==> src/rtl/keypad_entry_ctrl_if.sv <==
// Keypad entry bus: key input from the scan/debounce stage and the two BCD operands plus
// status toward downstream arithmetic/display. The slave modport is the entry controller.
interface keypad_entry_ctrl_if #(
    parameter int unsigned MAX_DIGITS = 4
);
    localparam int unsigned W = 4 * MAX_DIGITS;

    logic [3:0]   key_code;
    logic         key_down;
    logic [W-1:0] operand_a;
    logic [W-1:0] operand_b;
    logic         operands_valid;
    logic         busy;
    logic         overflow;
    logic [3:0]   digit_count;
    logic         timeout;

    modport master (
        output key_code, key_down,
        input  operand_a, operand_b, operands_valid, busy, overflow, digit_count, timeout
    );

    modport slave (
        input  key_code, key_down,
        output operand_a, operand_b, operands_valid, busy, overflow, digit_count, timeout
    );
endinterface

==> src/rtl/keypad_entry_ctrl.sv <==
// Keypad entry controller: edge-detects key presses and assembles two BCD operands.
// Define ENTRY_TIMEOUT_EN to abandon an entry after TIMEOUT_CYCLES idle cycles.
module keypad_entry_ctrl #(
    parameter int unsigned MAX_DIGITS     = 4,
    parameter int unsigned TIMEOUT_CYCLES = 135_000_000
) (
    input  logic               clk,
    input  logic               n_reset,
    keypad_entry_ctrl_if.slave kp
);
    localparam int unsigned W = 4 * MAX_DIGITS;

    localparam logic [3:0] KEY_NEXT  = 4'hA;
    localparam logic [3:0] KEY_CLEAR = 4'hD;
    localparam logic [3:0] KEY_ENTER = 4'hE;

    if (MAX_DIGITS < 1 || MAX_DIGITS > 15 || TIMEOUT_CYCLES < 2) begin : g_param_check
        $error("keypad_entry_ctrl: MAX_DIGITS must be 1..15 and TIMEOUT_CYCLES >= 2");
    end

    typedef enum logic [1:0] {
        S_IDLE,
        S_ENTRY_A,
        S_ENTRY_B,
        S_DONE
    } state_e;

    state_e       state_q, state_d;
    logic [W-1:0] op_a_q, op_a_d;
    logic [W-1:0] op_b_q, op_b_d;
    logic [3:0]   cnt_q, cnt_d;
    logic         ovf_q, ovf_d;
    logic         valid_q, valid_d;
    logic         busy_q, busy_d;
    logic         key_down_q;
    logic         press;
    logic         is_digit;
    logic         full;
`ifdef ENTRY_TIMEOUT_EN
    logic [31:0]  idle_cnt_q, idle_cnt_d;
    logic         timeout_q, timeout_d;
`endif

    function automatic logic [W-1:0] shift_in(input logic [W-1:0] op, input logic [3:0] digit);
        return (op << 4) | W'(digit);
    endfunction

    assign press    = kp.key_down & ~key_down_q;
    assign is_digit = (kp.key_code <= 4'd9);
    assign full     = (cnt_q == 4'(MAX_DIGITS));

    always_comb begin
        state_d = state_q;
        op_a_d  = op_a_q;
        op_b_d  = op_b_q;
        cnt_d   = cnt_q;
        ovf_d   = ovf_q;
        valid_d = 1'b0;
`ifdef ENTRY_TIMEOUT_EN
        timeout_d  = 1'b0;
        idle_cnt_d = (press || state_q == S_IDLE || state_q == S_DONE) ? '0 : idle_cnt_q + 32'd1;
`endif
        if (press && kp.key_code == KEY_CLEAR) begin
            state_d = S_IDLE;
            op_a_d  = '0;
            op_b_d  = '0;
            cnt_d   = '0;
            ovf_d   = 1'b0;
        end else begin
            case (state_q)
                S_IDLE: begin
                    if (press && is_digit) begin
                        op_a_d  = W'(kp.key_code);
                        op_b_d  = '0;
                        cnt_d   = 4'd1;
                        ovf_d   = 1'b0;
                        state_d = S_ENTRY_A;
                    end
                end
                S_ENTRY_A: begin
                    if (press && is_digit) begin
                        if (full) begin
                            ovf_d = 1'b1;
                        end else begin
                            op_a_d = shift_in(op_a_q, kp.key_code);
                            cnt_d  = cnt_q + 4'd1;
                        end
                    end else if (press && kp.key_code == KEY_NEXT && cnt_q != 4'd0) begin
                        state_d = S_ENTRY_B;
                        cnt_d   = '0;
                    end
                end
                S_ENTRY_B: begin
                    if (press && is_digit) begin
                        if (full) begin
                            ovf_d = 1'b1;
                        end else begin
                            op_b_d = shift_in(op_b_q, kp.key_code);
                            cnt_d  = cnt_q + 4'd1;
                        end
                    end else if (press && kp.key_code == KEY_ENTER && cnt_q != 4'd0) begin
                        state_d = S_DONE;
                        valid_d = 1'b1;
                    end
                end
                default: begin
                    state_d = S_IDLE;
                    cnt_d   = '0;
                end
            endcase
        end
`ifdef ENTRY_TIMEOUT_EN
        // Any press in the expiry cycle takes priority over abandoning the entry.
        if (!press && (state_q == S_ENTRY_A || state_q == S_ENTRY_B) &&
            idle_cnt_q == 32'(TIMEOUT_CYCLES - 1)) begin
            state_d   = S_IDLE;
            op_a_d    = '0;
            op_b_d    = '0;
            cnt_d     = '0;
            timeout_d = 1'b1;
        end
`endif
        busy_d = (state_d != S_IDLE);
    end

    always_ff @(posedge clk or negedge n_reset) begin
        if (!n_reset) begin
            state_q    <= S_IDLE;
            op_a_q     <= '0;
            op_b_q     <= '0;
            cnt_q      <= '0;
            ovf_q      <= 1'b0;
            valid_q    <= 1'b0;
            busy_q     <= 1'b0;
            key_down_q <= 1'b0;
`ifdef ENTRY_TIMEOUT_EN
            idle_cnt_q <= '0;
            timeout_q  <= 1'b0;
`endif
        end else begin
            state_q    <= state_d;
            op_a_q     <= op_a_d;
            op_b_q     <= op_b_d;
            cnt_q      <= cnt_d;
            ovf_q      <= ovf_d;
            valid_q    <= valid_d;
            busy_q     <= busy_d;
            key_down_q <= kp.key_down;
`ifdef ENTRY_TIMEOUT_EN
            idle_cnt_q <= idle_cnt_d;
            timeout_q  <= timeout_d;
`endif
        end
    end

    assign kp.operand_a      = op_a_q;
    assign kp.operand_b      = op_b_q;
    assign kp.operands_valid = valid_q;
    assign kp.busy           = busy_q;
    assign kp.overflow       = ovf_q;
    assign kp.digit_count    = cnt_q;
`ifdef ENTRY_TIMEOUT_EN
    assign kp.timeout        = timeout_q;
`else
    assign kp.timeout        = 1'b0;
`endif
endmodule

==> src/flat_wrapper.sv <==
// flat-port wrapper written by rule: the top's interface ports become plain ports
module keypad_entry_ctrl_flat 
#(
    parameter int unsigned MAX_DIGITS     = 4,
    parameter int unsigned TIMEOUT_CYCLES = 135_000_000
)
  (clk, n_reset, kp_key_code, kp_key_down, kp_operand_a, kp_operand_b, kp_operands_valid, kp_busy, kp_overflow, kp_digit_count, kp_timeout);
  keypad_entry_ctrl_if #(.MAX_DIGITS(MAX_DIGITS)) kp_i ();
  input  logic clk;
  input  logic n_reset;
  input wire logic [$bits(kp_i.key_code)-1:0] kp_key_code;
  input wire logic [$bits(kp_i.key_down)-1:0] kp_key_down;
  output wire logic [$bits(kp_i.operand_a)-1:0] kp_operand_a;
  output wire logic [$bits(kp_i.operand_b)-1:0] kp_operand_b;
  output wire logic [$bits(kp_i.operands_valid)-1:0] kp_operands_valid;
  output wire logic [$bits(kp_i.busy)-1:0] kp_busy;
  output wire logic [$bits(kp_i.overflow)-1:0] kp_overflow;
  output wire logic [$bits(kp_i.digit_count)-1:0] kp_digit_count;
  output wire logic [$bits(kp_i.timeout)-1:0] kp_timeout;
  assign kp_i.key_code = kp_key_code;
  assign kp_i.key_down = kp_key_down;
  assign kp_operand_a = kp_i.operand_a;
  assign kp_operand_b = kp_i.operand_b;
  assign kp_operands_valid = kp_i.operands_valid;
  assign kp_busy = kp_i.busy;
  assign kp_overflow = kp_i.overflow;
  assign kp_digit_count = kp_i.digit_count;
  assign kp_timeout = kp_i.timeout;
  keypad_entry_ctrl #(.MAX_DIGITS(MAX_DIGITS), .TIMEOUT_CYCLES(TIMEOUT_CYCLES)) u_core (.clk(clk), .n_reset(n_reset), .kp(kp_i));
endmodule
==> config.mk <==
export PLATFORM = sky130hd
export DESIGN_NAME = keypad_entry_ctrl_flat
export DESIGN_NICKNAME = d
export VERILOG_FILES = /design/src/rtl/keypad_entry_ctrl_if.sv /design/src/rtl/keypad_entry_ctrl.sv /design/src/flat_wrapper.sv
export SDC_FILE = /design/constraint.sdc
export NUM_CORES = 1
export LEC_CHECK = 0
export CAP_MARGIN = 10
export CORE_UTILIZATION = 45
export DETAILED_ROUTE_END_ITERATION = 8
export PLACE_DENSITY_LB_ADDON = 0.08
export SETUP_SLACK_MARGIN = 0.5
export SYNTH_ARGS = -nofsm -noshare
export SYNTH_HDL_FRONTEND = slang
export SYNTH_SLANG_ARGS = --single-unit
==> constraint.sdc <==
create_clock -name clk -period 5.06 [get_ports clk]
set_clock_uncertainty 0.1 [all_clocks]
set_input_delay 1.012 -clock clk [delete_from_list [all_inputs] [get_ports clk]]
set_output_delay 1.012 -clock clk [all_outputs]
set_load 0.05 [all_outputs]
==> insert_results.sql <==
INSERT INTO impl_metrics (metric_group, metric, value, unit) VALUES
('status', 'status', 'completed', ''),
('cells_and_area', 'finalNetCount', '214', ''),
('clocking', 'tritoncts', 'built', ''),
('detailed_routing', 'detailedRoute.firstIterationViolations', '101', ''),
('pwr', 'intPower', '889', 'µW'),
('die', 'initial_core_util', '47.2', '%'),
('yosys', 'combinational_family_with_the_most_area_after_synthesis', 'compound AO/OA/AOI/OAI gates', ''),
('detailed_routing', 'finalWirelength', '3940', 'µm'),
('clocking', 'h-tree-depth', '2', ''),
('clocking', 'clk-insertion-delay-late', '0.28', 'ns'),
('yosys', 'yosys.area_share.xor_xnor', '0', '%'),
('pwr', 'post-layout-total-power', '1.53', 'mW'),
('clocking', 'cts_max_path_buffers', '2', ''),
('pwr', 'sw_frac_of_total', '41.9', '%'),
('sta', 'grt_setup_unrepaired', 'no', ''),
('yosys', 'yosys.cell_types.count', '44', ''),
('die', 'die-area', '0.00446', 'mm²'),
('sta', 'finalHoldViolations', '0', ''),
('clocking', 'postCtsResizedCells', '0', ''),
('setup_path', 'end_kind', 'flip-flop', ''),
('clocking', 'path_clk_slew', '0.08', 'ns'),
('yosys', 'area_share_of_fa_ha_maj_cells_after_synthesis', '4.64', '%'),
('clocking', 'post_cts_hold_buffer_count', '0', ''),
('clocking', 'root_buffer', 'sky130_fd_sc_hd__clkbuf_8', ''),
('setup_path', 'critPathRequiredTime', '5.13', 'ns'),
('die', 'die_height', '66.8', 'µm'),
('cells_and_area', 'area_growth_syn_to_layout', '32.6', '%'),
('global_route', 'initial_antenna_violation_count', '0', ''),
('die', 'core_region_area', '0.00400', 'mm²'),
('detailed_routing', 'routed-wl-met3', '142', 'µm'),
('pwr', 'clock_power_share', '20.8', '%'),
('detailed_routing', '1st_pass_router_iterations', '4', ''),
('die', 'io-pin-count', '47', ''),
('setup_path', 'setup.worst_path.start_class', 'primary input', ''),
('yosys', 'synthMuxAreaShare', '2.19', '%'),
('pwr', 'sequentialPowerShare', '31.9', '%'),
('sta', 'setup_viol', '0', ''),
('clocking', 'numCtsBuffers', '5', ''),
('global_route', 'global_route.overflow_total', '0', ''),
('sta', 'tightest_slew', '0.910', 'ns'),
('min_path', 'holdCritPathClass', 'reg -> reg', ''),
('cells_and_area', 'most_used_cells_in_the_layout_excluding_fill_and_tap_cells', '44 x sky130_fd_sc_hd__clkdlybuf4s50_1, 42 x sky130_fd_sc_hd__dfrtp_1, 28 x sky130_fd_sc_hd__a22o_1, 7 x sky130_fd_sc_hd__o21ai_0, 7 x sky130_fd_sc_hd__ha_1', ''),
('sta', 'setup-tns-final', '0', 'ns'),
('detailed_routing', 'ant_nets', '0', ''),
('cells_and_area', 'most_common_cell_after_layout_fill_and_taps_aside', 'sky130_fd_sc_hd__clkdlybuf4s50_1', ''),
('pwr', 'comb_power_share', '47.3', '%'),
('yosys', 'syn_avg_cell_area', '12.2', 'µm²'),
('detailed_routing', 'm1WireLength', '1750', 'µm'),
('die', 'chipWidth', '66.8', 'µm'),
('detailed_routing', 'route.vias.total', '1407', ''),
('pwr', 'switching_power', '642', 'µW'),
('global_route', 'groute.usage.overall', '19.4', '%'),
('yosys', 'netlist_instances', '155', ''),
('place', 'portBuffers', '45', ''),
('detailed_routing', 'highest-signal-layer', 'met4', ''),
('global_route', 'grt_start_max_net_pins', '43', ''),
('setup_path', 'worst-setup-path-type', 'in -> reg', ''),
('pwr', 'leakage', '1.14', 'nW'),
('sta', 'slew-limit-headroom', '39.4', '%'),
('clocking', 'cts_sink_count', '42', ''),
('cells_and_area', 'antenna-diode-count', '0', ''),
('setup_path', 'critPathMaxFanout', '13', ''),
('sta', 'final_min_period_over_clock_period', '61.4', '%'),
('yosys', 'yosys.area_share.simple', '10.4', '%'),
('global_route', 'first_pass_grt_wire_length', '6420', 'µm'),
('yosys', 'synth_area', '0.00189', 'mm²'),
('cells_and_area', 'share_of_post_route_cells_with_drive_strength_above_1', '10.9', '%'),
('setup_path', 'critical_path_arrival', '3.18', 'ns'),
('yosys', 'synth-seq-area-share', '55.7', '%'),
('place', 'place.detailed.hpwl', '2770', 'µm'),
('detailed_routing', 'drc', '0', '');
## worst max-delay path, cell delays in order
cell                              delay, ns
sky130_fd_sc_hd__clkdlybuf4s50_1       0.60
sky130_fd_sc_hd__nand3b_2              0.17
sky130_fd_sc_hd__nor3_2                0.67
sky130_fd_sc_hd__and2b_1               0.41
sky130_fd_sc_hd__mux2_2                0.32
## power by group through the flow
stage | Combinational (mW) | Sequential (mW) | Clock, mW
2_1_floorplan | 0.260 | 0.733 | 0
4_1_cts | 0.730 | 0.489 | 0.328
6_report | 0.724 | 0.489 | 0.318
5_1_grt | 0.773 | 0.500 | 0.342
3_5_place_dp | 0.726 | 0.496 | 0
3_3_place_gp | 0.718 | 0.490 | 0
## layer usage
layer / vias up / global-route usage (%)
li1: 666 / -
met1: 703 / 24.9
met2: 34 / 32.3
met3: 4 / 4.62
met4: 0 / 5.59
met5: - / 0
## synth_stat cells, types with 2 or more instances
master	count	share of area [%]
sky130_fd_sc_hd__buf_2	4	1.1
sky130_fd_sc_hd__and2b_1	2	0.79
sky130_fd_sc_hd__o21ai_0	7	1.9
sky130_fd_sc_hd__a31oi_1	2	0.66
sky130_fd_sc_hd__nor2_1	6	1.2
sky130_fd_sc_hd__nand2b_1	2	0.66
sky130_fd_sc_hd__dfrtp_1	42	56
sky130_fd_sc_hd__ha_1	7	4.6
sky130_fd_sc_hd__mux2i_1	3	1.6
sky130_fd_sc_hd__inv_1	6	1.2
sky130_fd_sc_hd__nor2b_1	2	0.66
sky130_fd_sc_hd__a22o_1	28	13
sky130_fd_sc_hd__nor3_1	4	1.1
sky130_fd_sc_hd__clkbuf_1	2	0.40
sky130_fd_sc_hd__nand2_1	5	0.99
sky130_fd_sc_hd__and3_1	2	0.66
sky130_fd_sc_hd__a21oi_1	4	1.1
## per-stage QoR
| stage | hold slack [ns] | util, % | instances | area [µm²] | setup WS (ns) |
|---|---|---|---|---|---|
| floorplan | 0.601 | - | 155 | 1890 | 2.74 |
| global placement | 0.388 | 59.0 | 243 | 2360 | 1.77 |
| detailed placement | 0.394 | 59.0 | 243 | 2360 | 1.68 |
| CTS | 0.412 | 62.6 | 251 | 2500 | 1.99 |
| global route | 0.445 | 62.6 | 251 | 2500 | 1.90 |
| finish | 0.405 | 62.6 | 251 | 2500 | 1.95 |
## kinds of logic after synthesis
| logic type | count (synthesis) |
|---|---|
| flops | 42 |
| fa+ha+maj | 7 |
| buf+inv | 13 |
| simple gates | 33 |
| other cells | 1 |
| compound gates | 55 |
| mux | 4 |
## flip-flops by register name, summed over array words and instances, names as in the netlist
| name | flops |
|---|---|
| u_core.kp.operand_a | 16 |
| u_core.kp.operand_b | 16 |
| u_core.kp.digit_count | 4 |
| u_core.state_q | 2 |
| u_core.key_down_q | 1 |
| u_core.kp.busy | 1 |
| u_core.kp.operands_valid | 1 |
| u_core.kp.overflow | 1 |
## cell type report
cell class,count,area [µm²],area share [%]
clock inverters,2,60.1,2.40
multi-input cells,100,779,31.1
inverters,6,22.5,0.900
flip-flops and latches,42,1050,42.0
clock buffers,6,82.6,3.30
repair buffers,45,445,17.8
well taps,50,62.6,2.50
## final timing paths
path,startpoint,to,slack [ns],depth (start not counted)
max,kp_key_code[3],u_core.kp.operand_a[1],1.95,5
min,u_core.kp.operand_a[12],u_core.kp.operand_a[12],0.41,1
min in group asynchronous,n_reset,u_core.kp.operand_b[14],0.76,1
max reg2reg,u_core.key_down_q,u_core.kp.operand_a[1],2.82,4
max in group asynchronous,n_reset,u_core.kp.operand_a[3],3.54,1
min reg2reg,u_core.kp.operand_a[12],u_core.kp.operand_a[12],0.41,1
(Power assumes the default switching activity.)
